[config.mk]
export PLATFORM = sky130hd
export DESIGN_NAME = alu_operand_stage_flat
export DESIGN_NICKNAME = d
export VERILOG_FILES = /design/src/rtl/alu_operand_stage_if.sv /design/src/rtl/alu_operand_stage.sv /design/src/flat_wrapper.sv
export SDC_FILE = /design/constraint.sdc
export NUM_CORES = 1
export LEC_CHECK = 0
export CORE_MARGIN = 4
export CORE_UTILIZATION = 41
export CTS_BUF_LIST = sky130_fd_sc_hd__clkbuf_4
export CTS_CLUSTER_DIAMETER = 30
export DETAILED_ROUTE_END_ITERATION = 16
export PLACE_DENSITY = 0.8
export SETUP_SLACK_MARGIN = 0.3
export SLEW_MARGIN = 20
export SYNTH_ARGS = -nofsm -noshare
export SYNTH_HDL_FRONTEND = slang
export SYNTH_SLANG_ARGS = --single-unit
[constraint.sdc]
create_clock -name clk -period 4.3 [get_ports clk]
set_clock_uncertainty 0.2 [all_clocks]
set_input_delay 0.86 -clock clk [delete_from_list [all_inputs] [get_ports clk]]
set_output_delay 0.86 -clock clk [all_outputs]
set_load 0.05 [all_outputs]
[src/rtl/alu_operand_stage_if.sv]
// Bus between decode, the ID/EX operand stage, downstream forward sources and the ALU.
// The slave modport is the operand stage's view; master is the surrounding pipeline.
interface alu_operand_stage_if #(
    parameter int XLEN       = 32,
    parameter int REG_ADDR_W = 5
);
    logic                  stall;
    logic                  flush;
    logic                  id_valid;
    logic [REG_ADDR_W-1:0] id_rs1;
    logic [REG_ADDR_W-1:0] id_rs2;
    logic [REG_ADDR_W-1:0] id_rd;
    logic [XLEN-1:0]       id_rs1_data;
    logic [XLEN-1:0]       id_rs2_data;
    logic [XLEN-1:0]       id_imm;
    logic                  id_ALUSrc;
    logic [2:0]            id_ALUOp;
    logic                  id_RegWrite;
    logic                  id_MemRead;
    logic                  id_MemWrite;
    logic [REG_ADDR_W-1:0] mem_rd;
    logic                  mem_RegWrite;
    logic [XLEN-1:0]       mem_ALUResult;
    logic [REG_ADDR_W-1:0] wb_rd;
    logic                  wb_RegWrite;
    logic [XLEN-1:0]       wb_Result;
    logic [XLEN-1:0]       A;
    logic [XLEN-1:0]       B;
    logic [2:0]            ALUOp;
    logic                  ex_valid;
    logic [REG_ADDR_W-1:0] ex_rd;
    logic                  ex_RegWrite;
    logic                  ex_MemRead;
    logic                  ex_MemWrite;
    logic [XLEN-1:0]       ex_StoreData;
    logic                  load_use_stall;

    modport slave (
        input  stall, flush, id_valid, id_rs1, id_rs2, id_rd, id_rs1_data, id_rs2_data,
               id_imm, id_ALUSrc, id_ALUOp, id_RegWrite, id_MemRead, id_MemWrite,
               mem_rd, mem_RegWrite, mem_ALUResult, wb_rd, wb_RegWrite, wb_Result,
        output A, B, ALUOp, ex_valid, ex_rd, ex_RegWrite, ex_MemRead, ex_MemWrite,
               ex_StoreData, load_use_stall
    );

    modport master (
        output stall, flush, id_valid, id_rs1, id_rs2, id_rd, id_rs1_data, id_rs2_data,
               id_imm, id_ALUSrc, id_ALUOp, id_RegWrite, id_MemRead, id_MemWrite,
               mem_rd, mem_RegWrite, mem_ALUResult, wb_rd, wb_RegWrite, wb_Result,
        input  A, B, ALUOp, ex_valid, ex_rd, ex_RegWrite, ex_MemRead, ex_MemWrite,
               ex_StoreData, load_use_stall
    );
endinterface

[src/rtl/alu_operand_stage.sv]
// ID/EX pipeline register with MEM/WB operand forwarding and load-use bubble insertion.
// Operands leave combinationally from the EX register plus same-cycle forwarding.
module alu_operand_stage #(
    parameter int XLEN       = 32,
    parameter int REG_ADDR_W = 5
) (
    input logic              clk,
    input logic              rst,
    alu_operand_stage_if.slave bus
);
    typedef struct packed {
        logic                  valid;
        logic [REG_ADDR_W-1:0] rs1;
        logic [REG_ADDR_W-1:0] rs2;
        logic [REG_ADDR_W-1:0] rd;
        logic [XLEN-1:0]       rs1_data;
        logic [XLEN-1:0]       rs2_data;
        logic [XLEN-1:0]       imm;
        logic                  alu_src;
        logic [2:0]            alu_op;
        logic                  reg_write;
        logic                  mem_read;
        logic                  mem_write;
    } ex_reg_t;

    ex_reg_t         ex_q, ex_d;
    logic            load_use;
    logic [XLEN-1:0] rs1_fwd, rs2_fwd;

    // A load in EX feeding the decoded instruction cannot be forwarded in time.
    always_comb begin
        load_use = ex_q.valid & ex_q.mem_read & bus.id_valid & (ex_q.rd != '0) &
                   ((ex_q.rd == bus.id_rs1) | ((ex_q.rd == bus.id_rs2) & ~bus.id_ALUSrc));
    end

    always_comb begin
        ex_d = ex_q;
        if (bus.flush) begin
            ex_d = '0;
        end else if (bus.stall) begin
            ex_d = ex_q;
        end else if (load_use) begin
            ex_d = '0;
        end else begin
            ex_d.valid     = bus.id_valid;
            ex_d.rs1       = bus.id_rs1;
            ex_d.rs2       = bus.id_rs2;
            ex_d.rd        = bus.id_rd;
            ex_d.rs1_data  = bus.id_rs1_data;
            ex_d.rs2_data  = bus.id_rs2_data;
            ex_d.imm       = bus.id_imm;
            ex_d.alu_src   = bus.id_ALUSrc;
            ex_d.alu_op    = bus.id_ALUOp;
            ex_d.reg_write = bus.id_RegWrite;
            ex_d.mem_read  = bus.id_MemRead;
            ex_d.mem_write = bus.id_MemWrite;
        end
    end

    always_ff @(posedge clk or posedge rst) begin
        if (rst) ex_q <= '0;
        else     ex_q <= ex_d;
    end

    // MEM is younger than WB, so it wins; x0 never forwards.
    always_comb begin
        rs1_fwd = ex_q.rs1_data;
        if (bus.mem_RegWrite && bus.mem_rd != '0 && bus.mem_rd == ex_q.rs1)
            rs1_fwd = bus.mem_ALUResult;
        else if (bus.wb_RegWrite && bus.wb_rd != '0 && bus.wb_rd == ex_q.rs1)
            rs1_fwd = bus.wb_Result;
        rs2_fwd = ex_q.rs2_data;
        if (bus.mem_RegWrite && bus.mem_rd != '0 && bus.mem_rd == ex_q.rs2)
            rs2_fwd = bus.mem_ALUResult;
        else if (bus.wb_RegWrite && bus.wb_rd != '0 && bus.wb_rd == ex_q.rs2)
            rs2_fwd = bus.wb_Result;
    end

    assign bus.A              = rs1_fwd;
    assign bus.B              = ex_q.alu_src ? ex_q.imm : rs2_fwd;
    assign bus.ex_StoreData   = rs2_fwd;
    assign bus.ALUOp          = ex_q.valid ? ex_q.alu_op : 3'b000;
    assign bus.ex_valid       = ex_q.valid;
    assign bus.ex_rd          = ex_q.rd;
    assign bus.ex_RegWrite    = ex_q.valid & ex_q.reg_write;
    assign bus.ex_MemRead     = ex_q.valid & ex_q.mem_read;
    assign bus.ex_MemWrite    = ex_q.valid & ex_q.mem_write;
    assign bus.load_use_stall = load_use;
endmodule

[src/flat_wrapper.sv]
// flat-port wrapper written by rule: the top's interface ports become plain ports
module alu_operand_stage_flat 
#(
    parameter int XLEN       = 32,
    parameter int REG_ADDR_W = 5
)
  (clk, rst, bus_stall, bus_flush, bus_id_valid, bus_id_rs1, bus_id_rs2, bus_id_rd, bus_id_rs1_data, bus_id_rs2_data, bus_id_imm, bus_id_ALUSrc, bus_id_ALUOp, bus_id_RegWrite, bus_id_MemRead, bus_id_MemWrite, bus_mem_rd, bus_mem_RegWrite, bus_mem_ALUResult, bus_wb_rd, bus_wb_RegWrite, bus_wb_Result, bus_A, bus_B, bus_ALUOp, bus_ex_valid, bus_ex_rd, bus_ex_RegWrite, bus_ex_MemRead, bus_ex_MemWrite, bus_ex_StoreData, bus_load_use_stall);
  alu_operand_stage_if #(.XLEN(XLEN), .REG_ADDR_W(REG_ADDR_W)) bus_i ();
  input logic clk;
  input logic rst;
  input wire logic [$bits(bus_i.stall)-1:0] bus_stall;
  input wire logic [$bits(bus_i.flush)-1:0] bus_flush;
  input wire logic [$bits(bus_i.id_valid)-1:0] bus_id_valid;
  input wire logic [$bits(bus_i.id_rs1)-1:0] bus_id_rs1;
  input wire logic [$bits(bus_i.id_rs2)-1:0] bus_id_rs2;
  input wire logic [$bits(bus_i.id_rd)-1:0] bus_id_rd;
  input wire logic [$bits(bus_i.id_rs1_data)-1:0] bus_id_rs1_data;
  input wire logic [$bits(bus_i.id_rs2_data)-1:0] bus_id_rs2_data;
  input wire logic [$bits(bus_i.id_imm)-1:0] bus_id_imm;
  input wire logic [$bits(bus_i.id_ALUSrc)-1:0] bus_id_ALUSrc;
  input wire logic [$bits(bus_i.id_ALUOp)-1:0] bus_id_ALUOp;
  input wire logic [$bits(bus_i.id_RegWrite)-1:0] bus_id_RegWrite;
  input wire logic [$bits(bus_i.id_MemRead)-1:0] bus_id_MemRead;
  input wire logic [$bits(bus_i.id_MemWrite)-1:0] bus_id_MemWrite;
  input wire logic [$bits(bus_i.mem_rd)-1:0] bus_mem_rd;
  input wire logic [$bits(bus_i.mem_RegWrite)-1:0] bus_mem_RegWrite;
  input wire logic [$bits(bus_i.mem_ALUResult)-1:0] bus_mem_ALUResult;
  input wire logic [$bits(bus_i.wb_rd)-1:0] bus_wb_rd;
  input wire logic [$bits(bus_i.wb_RegWrite)-1:0] bus_wb_RegWrite;
  input wire logic [$bits(bus_i.wb_Result)-1:0] bus_wb_Result;
  output wire logic [$bits(bus_i.A)-1:0] bus_A;
  output wire logic [$bits(bus_i.B)-1:0] bus_B;
  output wire logic [$bits(bus_i.ALUOp)-1:0] bus_ALUOp;
  output wire logic [$bits(bus_i.ex_valid)-1:0] bus_ex_valid;
  output wire logic [$bits(bus_i.ex_rd)-1:0] bus_ex_rd;
  output wire logic [$bits(bus_i.ex_RegWrite)-1:0] bus_ex_RegWrite;
  output wire logic [$bits(bus_i.ex_MemRead)-1:0] bus_ex_MemRead;
  output wire logic [$bits(bus_i.ex_MemWrite)-1:0] bus_ex_MemWrite;
  output wire logic [$bits(bus_i.ex_StoreData)-1:0] bus_ex_StoreData;
  output wire logic [$bits(bus_i.load_use_stall)-1:0] bus_load_use_stall;
  assign bus_i.stall = bus_stall;
  assign bus_i.flush = bus_flush;
  assign bus_i.id_valid = bus_id_valid;
  assign bus_i.id_rs1 = bus_id_rs1;
  assign bus_i.id_rs2 = bus_id_rs2;
  assign bus_i.id_rd = bus_id_rd;
  assign bus_i.id_rs1_data = bus_id_rs1_data;
  assign bus_i.id_rs2_data = bus_id_rs2_data;
  assign bus_i.id_imm = bus_id_imm;
  assign bus_i.id_ALUSrc = bus_id_ALUSrc;
  assign bus_i.id_ALUOp = bus_id_ALUOp;
  assign bus_i.id_RegWrite = bus_id_RegWrite;
  assign bus_i.id_MemRead = bus_id_MemRead;
  assign bus_i.id_MemWrite = bus_id_MemWrite;
  assign bus_i.mem_rd = bus_mem_rd;
  assign bus_i.mem_RegWrite = bus_mem_RegWrite;
  assign bus_i.mem_ALUResult = bus_mem_ALUResult;
  assign bus_i.wb_rd = bus_wb_rd;
  assign bus_i.wb_RegWrite = bus_wb_RegWrite;
  assign bus_i.wb_Result = bus_wb_Result;
  assign bus_A = bus_i.A;
  assign bus_B = bus_i.B;
  assign bus_ALUOp = bus_i.ALUOp;
  assign bus_ex_valid = bus_i.ex_valid;
  assign bus_ex_rd = bus_i.ex_rd;
  assign bus_ex_RegWrite = bus_i.ex_RegWrite;
  assign bus_ex_MemRead = bus_i.ex_MemRead;
  assign bus_ex_MemWrite = bus_i.ex_MemWrite;
  assign bus_ex_StoreData = bus_i.ex_StoreData;
  assign bus_load_use_stall = bus_i.load_use_stall;
  alu_operand_stage #(.XLEN(XLEN), .REG_ADDR_W(REG_ADDR_W)) u_core (.clk(clk), .rst(rst), .bus(bus_i));
endmodule
==> impl_metrics.json, run 1 <==
{
  "min_path_type": "reg2reg",
  "finalMaxSlewViolations": 0,
  "cts_sinks": 119,
  "worst-setup-path-type": "in2out",
  "postRouteAntennaNets": 0,
  "numCtsBuffers": 17,
  "crit_buf_inv": 6,
  "drt_iter0_drc": 546,
  "wl_met1_um": 13300,
  "wire_per_inst_um": 21.7,
  "start_util_pct": 42.0,
  "min_period_over_period_pct": 93.0,
  "cts-root-buf": "clkbuf_4",
  "crit_family": "buffers and inverters",
  "p_sw_w": 0.00121,
  "grt_pass1_wl_um": 49200,
  "yosys.area.top_type": "dfrtp_1",
  "grt_pass1_vias": 8569,
  "setup_viol": 0,
  "hold_path_depth": 2,
  "gp_congestion": 0.890,
  "grt.overflow.total": 0,
  "max_stage_delay_ps": 450,
  "dr.pass1.iters": 5,
  "drc": 0,
  "cts.clk_slew.worst_paths_ps": 100,
  "synth_seq_cells": 119,
  "r2r_end": "u_core.ex_q[112]",
  "antenna_found_initial": 3,
  "clock_path_buffers": 2,
  "hp-start": "u_core.ex_q[38]",
  "met2_wirelength_um": 15400,
  "hold_viol": 0,
  "viasPerCell": 5.79,
  "crit_arrival_ps": 2940,
  "end_kind": "primary output",
  "max_freq_mhz": 250,
  "synth-edff-count": 0,
  "p_leak_nw": 5.55,
  "synth_top_area_share_pct": 37.6,
  "dpl.hpwl_um": 21100,
  "core_area_sq_um": 18800,
  "drt-total-wl_um": 31800,
  "tritoncts": "done",
  "total_power_w": 0.00360,
  "synthTopCellsByArea": "dfrtp_1 (38%), o41ai_1 (13%), nand3b_1 (11%), inv_1 (5.7%), mux2_2 (4.4%)",
  "rr_worst_depth": 6,
  "synth_fp_nets": 1097,
  "final_util_pct": 70.6,
  "synthArstFlopShare_pct": 100,
  "ys_warn_count": 0,
  "clock_latency_ps": 550,
  "synth_flop_cell": "dfrtp_1",
  "avgSynthCellArea_sq_um": 8.81,
  "syn_inst": 898,
  "peakVddDrop_uv": 159,
  "path_common_cell": "buf_12",
  "die-area_sq_um": 21600,
  "finalSetupTns_ps": 0,
  "fin_crit_ps": 4000,
  "syn_to_final_growth_pct": 68.0,
  "status": "finished, final reports clean",
  "crit_chain": "clkdlybuf4s15_1, or4_4, buf_6, o211ai_4, buf_12, buf_12, buf_16, o21ai_1, a31oi_2, mux2_4, buf_8",
  "p_seq_share_pct": 34.5,
  "holdWs_ps": 289,
  "wl_met3_um": 2360,
  "rsz0062_at_grt": "true",
  "final_nets": 1391,
  "maxCapViolations": 0,
  "cp_slowest_cell": "or4_4",
  "tightestPinTransition_ps": 1100,
  "cp-start-kind": "input pin",
  "switching_share_pct": 33.7,
  "r2r_setup_slack_ps": 1670,
  "die_height_um": 147,
  "crit_fanout": 8,
  "io-pin-count": 308,
  "row_count": 50,
  "vias": 8490,
  "dr.max_layer_used": "met5",
  "synth.distinct_cells": 36,
  "power_frac_comb_pct": 36.8,
  "synth_seq_area_share_pct": 37.6,
  "yosysMostFrequentCell": "inv_1",
  "fillers": 1396,
  "p_int_w": 0.00239,
  "power_frac_clock_pct": 28.7,
  "required_ps": 3240,
  "timing.rr.start": "u_core.bus.ex_rd[3]",
  "port_buffers": 307,
  "yosys-top-cells-count": "inv_1 (120), dfrtp_1 (119), o41ai_1 (119)",
  "hold_buffers": 0,
  "max-slew-margin-rel_pct": 26.4,
  "grt_use_total_pct": 28.6,
  "power_density_nw_per_um2": 271,
  "hold-path-endpoint": "u_core.ex_q[38]",
  "cts-htree-levels": 4,
  "layout-drive-gt1-share_pct": 28.6,
  "grt_start_max_net_pins": 123,
  "syn-cell-area_sq_um": 7920,
  "dieWidth_um": 147
}
## routing by layer
layer	GRT usage, %	vias up
met5	0	-
met4	9.37	6
met3	6.66	67
met2	46.6	370
met1	37.9	4164
li1	-	3883
## final cells by class
cell class | count | area, sq um | area share [%]
flip-flops and latches | 119 | 2980 | 22.4
clock inverters | 12 | 205 | 1.54
inverters | 120 | 454 | 3.42
diodes | 1 | 2.50 | 0.0188
multi-input cells | 553 | 4830 | 36.3
repair buffers | 381 | 4350 | 32.7
well taps | 260 | 325 | 2.45
clock buffers | 20 | 150 | 1.13
## how the worst max path moves through the flow
| stage | slack (ps) | start | cells after the start | end |
|---|---|---|---|---|
| after floorplan | 210 | bus_wb_rd[0] | 6 | bus_B[1] |
| after global placement | -140 | bus_wb_rd[4] | 9 | bus_B[5] |
| after detailed placement | -190 | bus_wb_rd[4] | 8 | bus_A[0] |
| after CTS | 300 | bus_wb_rd[0] | 9 | bus_B[21] |
| after global routing | 260 | bus_wb_rd[4] | 10 | bus_B[22] |
| final | 300 | bus_wb_rd[3] | 11 | bus_B[27] |
## sequential cells by signal, indices dropped and copies added, names as in the netlist
name	cells
u_core.bus.ex_valid	1
u_core.bus.ex_rd	5
u_core.ex_q	113
## repair_timing
item,CTS,global route
setup buffers,12,4
gates cloned,7,0
pin swaps,20,10
setup endpoints to repair,96,52
resized for setup,175,17
## stage by stage
step	instances	worst slack [ps]	instance area [sq um]
floorplan	898	212	8300
global placement	1410	-139	12000
detailed placement	1410	-193	12000
CTS	1461	302	13200
global route	1465	257	13300
finish	1466	302	13300
## power groups by stage
stage          logic [W]  clock network [W]  registers (W)
2_1_floorplan   0.000658                  0        0.00123
3_3_place_gp     0.00117                  0        0.00125
3_5_place_dp     0.00119                  0        0.00126
4_1_cts          0.00131            0.00105        0.00124
5_1_grt          0.00138            0.00110        0.00125
6_report         0.00132            0.00103        0.00124
## cells in the final DEF, fill, tap and decap left out, drive strengths merged, types with 2 or more instances in the layout
master           n
nand3           35
dfrtp          119
nor2            33
clkdlybuf4s15    3
nor3            33
nand3b         113
o41ai          119
and2             6
xnor2           16
mux2            32
a31oi           32
nand2            6
o21ai           33
a21oi           33
clkinv           6
clkbuf          23
o211ai           3
xor2            14
clkdlybuf4s50  197
inv            119
bufinv           6
buf            174
nand4            2
or4              4
nor4             2
mux2i           32
dlygate4sd2      3
## tightest hold or removal path, delay by kind of cell, from the launching register on
family             cells  cell delay (ps)
AOI/OAI and AO/OA      1               50
and+or+nand+nor        1               50
DFF                    1              350
## kinds of logic (layout without fill, tap and decap cells)
logic type	after synthesis	after routing	synth area share, %
and+or+nand+nor	238	238	18.7
AOI/OAI and AO/OA	221	221	20.4
muxes	64	64	8.60
DFF	119	119	37.6
buffers and inverters	226	533	11.4
xor gates and xnor gates	30	30	3.32
other	0	1	0
Note: power is estimated with default switching activity, not from simulation.
==> run 2: changes to the inputs <==
--- a/config.mk
+++ b/config.mk
@@ -5,12 +5,14 @@
 export SDC_FILE = /design/constraint.sdc
 export NUM_CORES = 1
 export LEC_CHECK = 0
+export CELL_PAD_IN_SITES_DETAIL_PLACEMENT = 0
+export CELL_PAD_IN_SITES_GLOBAL_PLACEMENT = 1
 export CORE_MARGIN = 4
-export CORE_UTILIZATION = 41
+export CORE_UTILIZATION = 30
 export CTS_BUF_LIST = sky130_fd_sc_hd__clkbuf_4
 export CTS_CLUSTER_DIAMETER = 30
 export DETAILED_ROUTE_END_ITERATION = 16
-export PLACE_DENSITY = 0.8
+export PLACE_DENSITY = 0.81
 export SETUP_SLACK_MARGIN = 0.3
 export SLEW_MARGIN = 20
 export SYNTH_ARGS = -nofsm -noshare
==> impl_metrics.json, run 2 (synthesis gave the netlist of run 1 again) <==
{
  "grt_start_max_net_pins": 126,
  "max-slew-margin-rel_pct": 24.6,
  "dpl.hpwl_um": 22000,
  "status": "finished, final reports clean",
  "startpoint": "bus_mem_rd[4]",
  "path_common_cell": "buf_12",
  "crit_family": "simple AND/OR/NAND/NOR gates",
  "top_usage_layer": "met2",
  "crit_buf_inv": 4,
  "largest_reg_flops": 113,
  "p_sw_w": 0.00129,
  "cts-root-buf": "clkbuf_4",
  "timing.rr.start": "u_core.bus.ex_rd[3]",
  "grt_use_total_pct": 21.9,
  "clock_latency_ps": 550,
  "start_util_pct": 30.5,
  "viasPerCell": 5.32,
  "row_count": 59,
  "preCtsSetupSlack_ps": -13.0,
  "numCtsBuffers": 17,
  "hp-start": "u_core.ex_q[70]",
  "vias": 8215,
  "dieWidth_um": 170,
  "setup_viol": 0,
  "min_path_type": "reg2reg",
  "use_met2_pct": 35.2,
  "grt_pass1_wl_um": 50000,
  "cts_sinks": 119,
  "syn_to_final_growth_pct": 70.3,
  "die-area_sq_um": 29000,
  "final_nets": 1396,
  "final_common_cell": "clkdlybuf4s50_1",
  "p_int_w": 0.00219,
  "diodes": 0,
  "worst-setup-path-type": "in2out",
  "drc": 0,
  "postRouteAntennaNets": 0,
  "io-pin-count": 308,
  "power_frac_comb_pct": 39.2,
  "final_cells": 1545,
  "tightestPinTransition_ps": 1130,
  "drt_iter0_drc": 625,
  "dr.pass1.iters": 5,
  "grt.overflow.total": 0,
  "p_seq_share_pct": 35.6,
  "die_height_um": 170,
  "tritoncts": "done",
  "crit_fanout": 8,
  "grt_use_met3_pct": 6.41,
  "seq_area_sq_um": 2980,
  "required_ps": 3240,
  "crit_chain": "clkdlybuf4s15_1, or4_4, o211ai_4, or2_4, buf_12, buf_12, a31oi_4, mux2_4, buf_12",
  "wire_per_inst_um": 21.3,
  "fin_ws_ps": 340,
  "drt-total-wl_um": 32900,
  "cts-htree-levels": 4,
  "max_stage_delay_ps": 590,
  "peakVddDrop_uv": 157,
  "min_period_over_period_pct": 92.1,
  "clock_path_buffers": 2,
  "cp_slowest_cell": "or4_4",
  "final_cell_mix": "clkdlybuf4s50_1 (197), inv_1 (119), o41ai_1 (119), dfrtp_1 (116), nand3b_1 (113)",
  "antenna_found_initial": 3,
  "multi_input_area_sq_um": 4780,
  "cp-start-kind": "input pin",
  "grt_pass1_vias": 8427,
  "end_kind": "primary output",
  "cts.clk_slew.worst_paths_ps": 120,
  "layout-drive-gt1-share_pct": 26.8,
  "hold_buffers": 0,
  "switching_share_pct": 37.2,
  "power_density_nw_per_um2": 258,
  "use_met1_pct": 29.5,
  "core_area_sq_um": 26000,
  "dp_cells": 1492,
  "max_freq_mhz": 252,
  "p_leak_nw": 5.58,
  "rsz0062_at_grt": "true",
  "port_buffers": 307,
  "maxCapViolations": 0,
  "gp_congestion": 0.846,
  "fin_crit_ps": 3960,
  "largest_register": "u_core.ex_q",
  "finalMaxSlewViolations": 0,
  "hold_viol": 0,
  "crit_arrival_ps": 2900,
  "fillers": 2348,
  "power_frac_clock_pct": 25.1
}
run 2: repair_timing:
| action | in CTS | in global routing |
|---|---|---|
| setup buffers | 6 | 7 |
| cloned | 5 | 3 |
| setup endpoints to repair | 94 | 42 |
| gates resized for setup | 89 | 44 |
| pin swaps | 13 | 14 |
run 2: worst paths after layout:
kind | end | cells after the start | slack (ps)
setup / recovery | bus_B[9] | 9 | 340
hold / removal | u_core.ex_q[70] | 2 | 290
setup reg to reg | u_core.ex_q[93] | 6 | 1750
hold reg to reg | u_core.ex_q[70] | 2 | 290
max in group asynchronous | u_core.ex_q[112] | 3 | 2670
min in group asynchronous | u_core.ex_q[13] | 3 | 650
run 2: power groups by stage:
stage | Clock, W | Sequential (W) | Combinational (W)
2_1_floorplan | 0 | 0.00123 | 0.000658
3_3_place_gp | 0 | 0.00125 | 0.00126
3_5_place_dp | 0 | 0.00125 | 0.00127
4_1_cts | 0.000907 | 0.00124 | 0.00133
5_1_grt | 0.000950 | 0.00125 | 0.00144
6_report | 0.000874 | 0.00124 | 0.00137
run 2: metal layers:
metal	share of wire (%)	up-vias
li1	-	3895
met1	44	3979
met2	48	296
met3	7.0	39
met4	1.6	6
met5	0.13	-
run 2: final cells by class:
type / count / area share [%]
clock buffers: 18 / 1.00
flip-flops and latches: 119 / 22.1
well taps: 335 / 3.11
repair buffers: 386 / 33.8
multi-input cells: 553 / 35.4
clock inverters: 14 / 1.12
inverters: 120 / 3.37
run 2: worst register-to-register path, cell delays in order (launching register included):
cell,delay (ps)
dfrtp_1,480
xor2_1,190
nor4_1,280
nand3_1,160
a21oi_4,310
buf_12,460
o41ai_1,310
run 2: metrics by stage:
| step | utilization, % | hold slack, ps | area [sq um] | power [W] | TNS [ps] |
|---|---|---|---|---|---|
| after floorplan | - | 236 | 8300 | 0.00189 | 0 |
| after detailed placement | 47.9 | 257 | 12400 | 0.00252 | -25.8 |
| after global placement | 47.9 | 247 | 12400 | 0.00251 | 0 |
| final | 51.9 | 287 | 13500 | 0.00348 | 0 |
| after global routing | 51.9 | 309 | 13500 | 0.00364 | 0 |
| after CTS | 50.7 | 285 | 13200 | 0.00347 | 0 |
